===== src/rtl/key_pulse_pkg.sv =====
// key_pulse_pkg
//   Shared definitions for the multi-channel key pulse generator:
//   edge-mode selector values and the per-channel debounce state type.
package key_pulse_pkg;

  localparam int EDGE_RISE = 0;
  localparam int EDGE_FALL = 1;
  localparam int EDGE_BOTH = 2;

  typedef enum logic {
    ST_STABLE = 1'b0,
    ST_CHECK  = 1'b1
  } deb_state_e;

endpackage


===== src/rtl/key_pulse_channel.sv =====
// key_pulse_channel
//   One key channel: input synchroniser, debounce FSM with stability
//   counter, edge qualification and retriggerable pulse stretcher.
// Ports:
//   clk      - clock
//   rst      - synchronous active-high reset, clears all state
//   key_i    - raw asynchronous key level
//   enable_i - pulse-generation enable, sampled on the accepting edge
//   pulse_o  - registered edge pulse, PULSE_CYCLES wide (extends on reload)
//   level_o  - registered debounced key level
module key_pulse_channel
  import key_pulse_pkg::*;
#(
  parameter int SYNC_STAGES     = 2,
  parameter int DEBOUNCE_CYCLES = 1000,
  parameter int PULSE_CYCLES    = 1,
  parameter int EDGE_MODE       = EDGE_RISE
) (
  input  logic clk,
  input  logic rst,
  input  logic key_i,
  input  logic enable_i,
  output logic pulse_o,
  output logic level_o
);

  // A zero-cycle debounce still needs a legal (unused) counter width.
  localparam int CNT_W = (DEBOUNCE_CYCLES > 0) ? $clog2(DEBOUNCE_CYCLES + 1) : 1;
  localparam int PW    = $clog2(PULSE_CYCLES + 1);

  logic [SYNC_STAGES-1:0] sync_q;
  logic                   sync;
  deb_state_e             state_q, state_d;
  logic [CNT_W-1:0]       cnt_q, cnt_d;
  logic                   level_q, level_d;
  logic                   event_c;
  logic                   qual_c;
  logic [PW-1:0]          pcnt_q, pcnt_d;
  logic                   pulse_q;

  assign sync = sync_q[SYNC_STAGES-1];

  // Debounce: the counter tracks consecutive cycles of disagreement; the
  // level flips on the edge after it has seen DEBOUNCE_CYCLES of them.
  always_comb begin
    state_d = state_q;
    cnt_d   = cnt_q;
    level_d = level_q;
    event_c = 1'b0;
    if (DEBOUNCE_CYCLES == 0) begin
      state_d = ST_STABLE;
      cnt_d   = '0;
      level_d = sync;
      event_c = (sync != level_q);
    end else begin
      unique case (state_q)
        ST_STABLE: begin
          if (sync != level_q) begin
            state_d = ST_CHECK;
            cnt_d   = CNT_W'(1);
          end
        end
        ST_CHECK: begin
          if (sync == level_q) begin
            state_d = ST_STABLE;
            cnt_d   = '0;
          end else if (cnt_q == CNT_W'(DEBOUNCE_CYCLES)) begin
            state_d = ST_STABLE;
            cnt_d   = '0;
            level_d = ~level_q;
            event_c = 1'b1;
          end else begin
            cnt_d = cnt_q + CNT_W'(1);
          end
        end
      endcase
    end
  end

  // The old level tells the direction of the accepted change.
  always_comb begin
    qual_c = 1'b0;
    if (enable_i && event_c) begin
      if (EDGE_MODE == EDGE_BOTH)
        qual_c = 1'b1;
      else if (EDGE_MODE == EDGE_FALL)
        qual_c = level_q;
      else
        qual_c = ~level_q;
    end
  end

  // A qualifying event reloads the counter, so overlapping pulses merge.
  always_comb begin
    pcnt_d = pcnt_q;
    if (qual_c)
      pcnt_d = PW'(PULSE_CYCLES);
    else if (pcnt_q != '0)
      pcnt_d = pcnt_q - PW'(1);
  end

  always_ff @(posedge clk) begin
    if (rst) begin
      sync_q  <= '0;
      state_q <= ST_STABLE;
      cnt_q   <= '0;
      level_q <= 1'b0;
      pcnt_q  <= '0;
      pulse_q <= 1'b0;
    end else begin
      sync_q  <= {sync_q[SYNC_STAGES-2:0], key_i};
      state_q <= state_d;
      cnt_q   <= cnt_d;
      level_q <= level_d;
      pcnt_q  <= pcnt_d;
      pulse_q <= (pcnt_d != '0);
    end
  end

  assign pulse_o = pulse_q;
  assign level_o = level_q;

endmodule


===== src/rtl/key_pulse_generator.sv =====
// key_pulse_generator
//   Multi-channel debounced key edge-pulse generator. Each bit of key_in is
//   handled by an independent key_pulse_channel.
// Ports:
//   clk       - sole clock
//   rst       - synchronous active-high reset
//   key_in    - raw asynchronous key levels, one per channel
//   enable    - global pulse-generation enable
//   pulse_out - per-channel edge pulses
//   key_level - per-channel debounced stable levels
module key_pulse_generator
  import key_pulse_pkg::*;
#(
  parameter int CHANNELS        = 4,
  parameter int SYNC_STAGES     = 2,
  parameter int DEBOUNCE_CYCLES = 1000,
  parameter int PULSE_CYCLES    = 1,
  parameter int EDGE_MODE       = EDGE_RISE
) (
  input  logic                clk,
  input  logic                rst,
  input  logic [CHANNELS-1:0] key_in,
  input  logic                enable,
  output logic [CHANNELS-1:0] pulse_out,
  output logic [CHANNELS-1:0] key_level
);

  for (genvar g = 0; g < CHANNELS; g++) begin : g_ch
    key_pulse_channel #(
      .SYNC_STAGES    (SYNC_STAGES),
      .DEBOUNCE_CYCLES(DEBOUNCE_CYCLES),
      .PULSE_CYCLES   (PULSE_CYCLES),
      .EDGE_MODE      (EDGE_MODE)
    ) u_ch (
      .clk     (clk),
      .rst     (rst),
      .key_i   (key_in[g]),
      .enable_i(enable),
      .pulse_o (pulse_out[g]),
      .level_o (key_level[g])
    );
  end

endmodule


===== config.mk =====
export PLATFORM = sky130hd
export DESIGN_NAME = key_pulse_generator
export DESIGN_NICKNAME = d
export VERILOG_FILES = /design/src/rtl/key_pulse_pkg.sv /design/src/rtl/key_pulse_channel.sv /design/src/rtl/key_pulse_generator.sv
export SDC_FILE = /design/constraint.sdc
export NUM_CORES = 1
export LEC_CHECK = 0
export ABC_AREA = 1
export BUFFER_PORTS_ARGS = -buffer_cell sky130_fd_sc_hd__buf_2
export CAP_MARGIN = 20
export CORE_MARGIN = 2
export CORE_UTILIZATION = 30
export DETAILED_ROUTE_END_ITERATION = 12
export SLEW_MARGIN = 15
export SYNTH_ARGS = -nofsm -noshare
export SYNTH_HDL_FRONTEND = slang
export SYNTH_SLANG_ARGS = --single-unit

===== constraint.sdc =====
create_clock -name clk -period 2.1 [get_ports clk]
set_clock_uncertainty 0.2 [all_clocks]
set_input_delay 0.63 -clock clk [delete_from_list [all_inputs] [get_ports clk]]
set_output_delay 0.63 -clock clk [all_outputs]
set_load 0.05 [all_outputs]

==> results.cfg <==
[status]
outcome = finished, final reports clean

[pwr]
p_total_uw = 2140
p_per_area_nw_per_um2 = 613
ir_worst_vdd_mv = 0.355
p_leak_uw = 0.00135

[yosys]
synth_edf_count = 0
synth_top_area_share = 0.380
synth_async_sr_flop_share = 0
yosysSeqAreaShare = 0.380
synth_cell_type_count = 34
syn_nets = 493
netlist_top_cells_count = nand2_1 (140), inv_1 (61), dfxtp_1 (60), nor2_1 (47), nand3_1 (33)
ys_warn_count = 0
syn_area_um2 = 3160
yosys_register_bits = 60
syn_avg_cell_area_um2 = 6.62
synth_largest_area_cell = dfxtp_1
ys.flop_type = dfxtp_1
syn_inst = 478
synthTopCellsByArea = dfxtp_1 (38%), nand2_1 (17%), inv_1 (7.2%)
synth_most_common_cell = nand2_1

[setup_path]
arrival_ns = 1.04
critPathTopFamily = flip-flops
critical_path_class = reg2out
end_kind = output port
cp_slowest_stage_delay_ns = 0.40
crit_required_ns = 1.27
cp_cell_sequence = buf_2
crit_buf_inv = 1
start_kind = flop
cp_max_fo = 4
cp_slowest_cell = dfxtp_1

[finish]
syn_to_final_growth_pct = 10.6
seqCellArea_um2 = 1200
final_nets = 506
multi_input_area_um2 = 1600
fin_area_um2 = 3500
drive_above_1_share = 0.129
num_antenna_cells = 0
nFillCells = 1149

[die]
dieHeight_um = 107
die_area_um2 = 11400
fp.dieW_um = 107
coreArea_um2 = 10300
start_util = 0.308
num_rows = 37
pin_count = 15

[routing]
post_drt_wl_per_cell_um = 10.5
first_iter_violations = 79
remaining_drc_errors = 0
drtPass1Iterations = 4
vias = 2905
via_per_inst = 4.60
routed_wl_um = 6630
ant_nets = 0

[place]
hpwl_um = 4790
place.gp.congestion = 0.840
port_buffers = 14
dpl_cell_area_um2 = 3340

[global_routing]
first_global_vias = 2765
overflow = 0
track_usage = 0.128
grt_pass1_wl_um = 11700
grt_max_degree = 19
antenna_found_initial = 0

[clock_tree]
clk_pin_slew_ns = 0.07
root_buffer = clkbuf_8
cts_buffers = 9
htree_levels = 3
cts_tree = yes
ctsLongestPathBuffers = 2
postCtsSetupRepairBufs = 0
cts_resized = 0
postCtsHoldBufs = 0
clk_latency_ns = 0.34
cts_sinks = 60

[sta]
hold_violations = 0
timing.hold.ws_ns = 0.202
finalCriticalPeriod_ns = 1.87
setup-tns-final_ns = 0
max_freq_ghz = 0.535
worst_pin_slew_ns = 0.390
finalSetupViolations = 0
finalCritPeriodShare = 0.891
slew_headroom = 0.738
slew_viol_final = 0
rsz0062_at_grt = no

[worst_hold_path]
hold_class = reg2reg

[job]
drv_cap = 0
-- worst reg2reg max path: stages, from the launching register on --
cell and delay [ns]:
dfxtp_1 0.44, inv_1 0.11, ha_1 0.21, nand2_1 0.07, nor2_1 0.04, nand3_1 0.14, nand2_1 0.11, inv_2 0.14
o21ai_0 0.11, a21oi_1 0.12
-- final cells by class --
type	instances	share of cell area
inverter	72	0.0773
multi-input combinational	330	0.456
tap	136	0.0487
clock inverter	5	0.00823
timing repair buffer	18	0.0286
clock buffer	11	0.0376
sequential	60	0.343
-- path summary, 6_finish.rpt --
kind | from | to | slack, ns | cells after the start
worst max-delay path | g_ch[1].u_ch.level_o$_SDFFE_PP0P_ | key_level[1] | 0.23 | 1
worst min-delay path | g_ch[1].u_ch.sync_q[0]$_SDFF_PP0_ | g_ch[1].u_ch.sync_q[1]$_SDFF_PP0_ | 0.20 | 2
worst max register to register | g_ch[3].u_ch.cnt_q[0]$_SDFFE_PP0P_ | g_ch[3].u_ch.cnt_q[7]$_SDFFE_PP0P_ | 0.34 | 9
worst min register to register | g_ch[1].u_ch.sync_q[0]$_SDFF_PP0_ | g_ch[1].u_ch.sync_q[1]$_SDFF_PP0_ | 0.20 | 2
-- where the power goes --
group	internal [uW]	leakage (uW)	total, uW	switching [uW]
registers	1150	0.000486	1160	11.8
logic	27.6	0.000773	90.2	62.6
clock network	422	0.0000868	891	469
total	1600	0.00135	2140	543
-- per-stage QoR --
step	utilization	setup WS, ns	cells
floorplan	-	0.462	478
global placement	0.325	0.416	616
detailed placement	0.325	0.351	616
CTS	0.340	0.206	632
global route	0.340	0.174	632
finish	0.340	0.229	632
-- placed cells by master, fill, tap and decap left out, drive strengths merged --
cell	Yosys	final
buf	11	18
ha	8	8
nand3	36	36
o22ai	3	3
nand2	143	143
xor2	2	2
o211ai	1	1
o21ai	21	21
clkinv	1	6
and2	2	2
nor2	57	57
nand4	7	7
xnor2	1	1
o21a	2	2
a21oi	35	35
inv	71	71
nor3	7	7
nor4	2	2
o31ai	1	1
o21bai	1	1
dfxtp	60	60
a211oi	1	1
clkbuf	5	11
-- sequential cells by signal, indices dropped and copies added (netlist names) --
| signal | flops |
|---|---|
| g_ch.u_ch.cnt_q | 40 |
| g_ch.u_ch.sync_q | 8 |
| g_ch.u_ch.level_o | 4 |
| g_ch.u_ch.pcnt_q | 4 |
| g_ch.u_ch.state_q | 4 |
-- cells by family (layout without fill, tap and decap cells) --
family | after synthesis | count (layout) | synth area share
adders and majority gates | 8 | 8 | 0.0316
AOI/OAI and AO/OA | 65 | 65 | 0.112
DFF | 60 | 60 | 0.380
buffers and inverters | 88 | 106 | 0.116
xor gates and xnor gates | 3 | 3 | 0.00831
and+or+nand+nor | 254 | 254 | 0.352
-- routing by layer --
layer / GRT usage / part of all wire / wire [um]
met5: 0 / 0 / 0
met4: 0.0677 / 0.025 / 167
met3: 0.0261 / 0.025 / 169
met2: 0.204 / 0.44 / 2900
met1: 0.162 / 0.51 / 3400
Note: power is estimated with default switching activity, not from simulation.
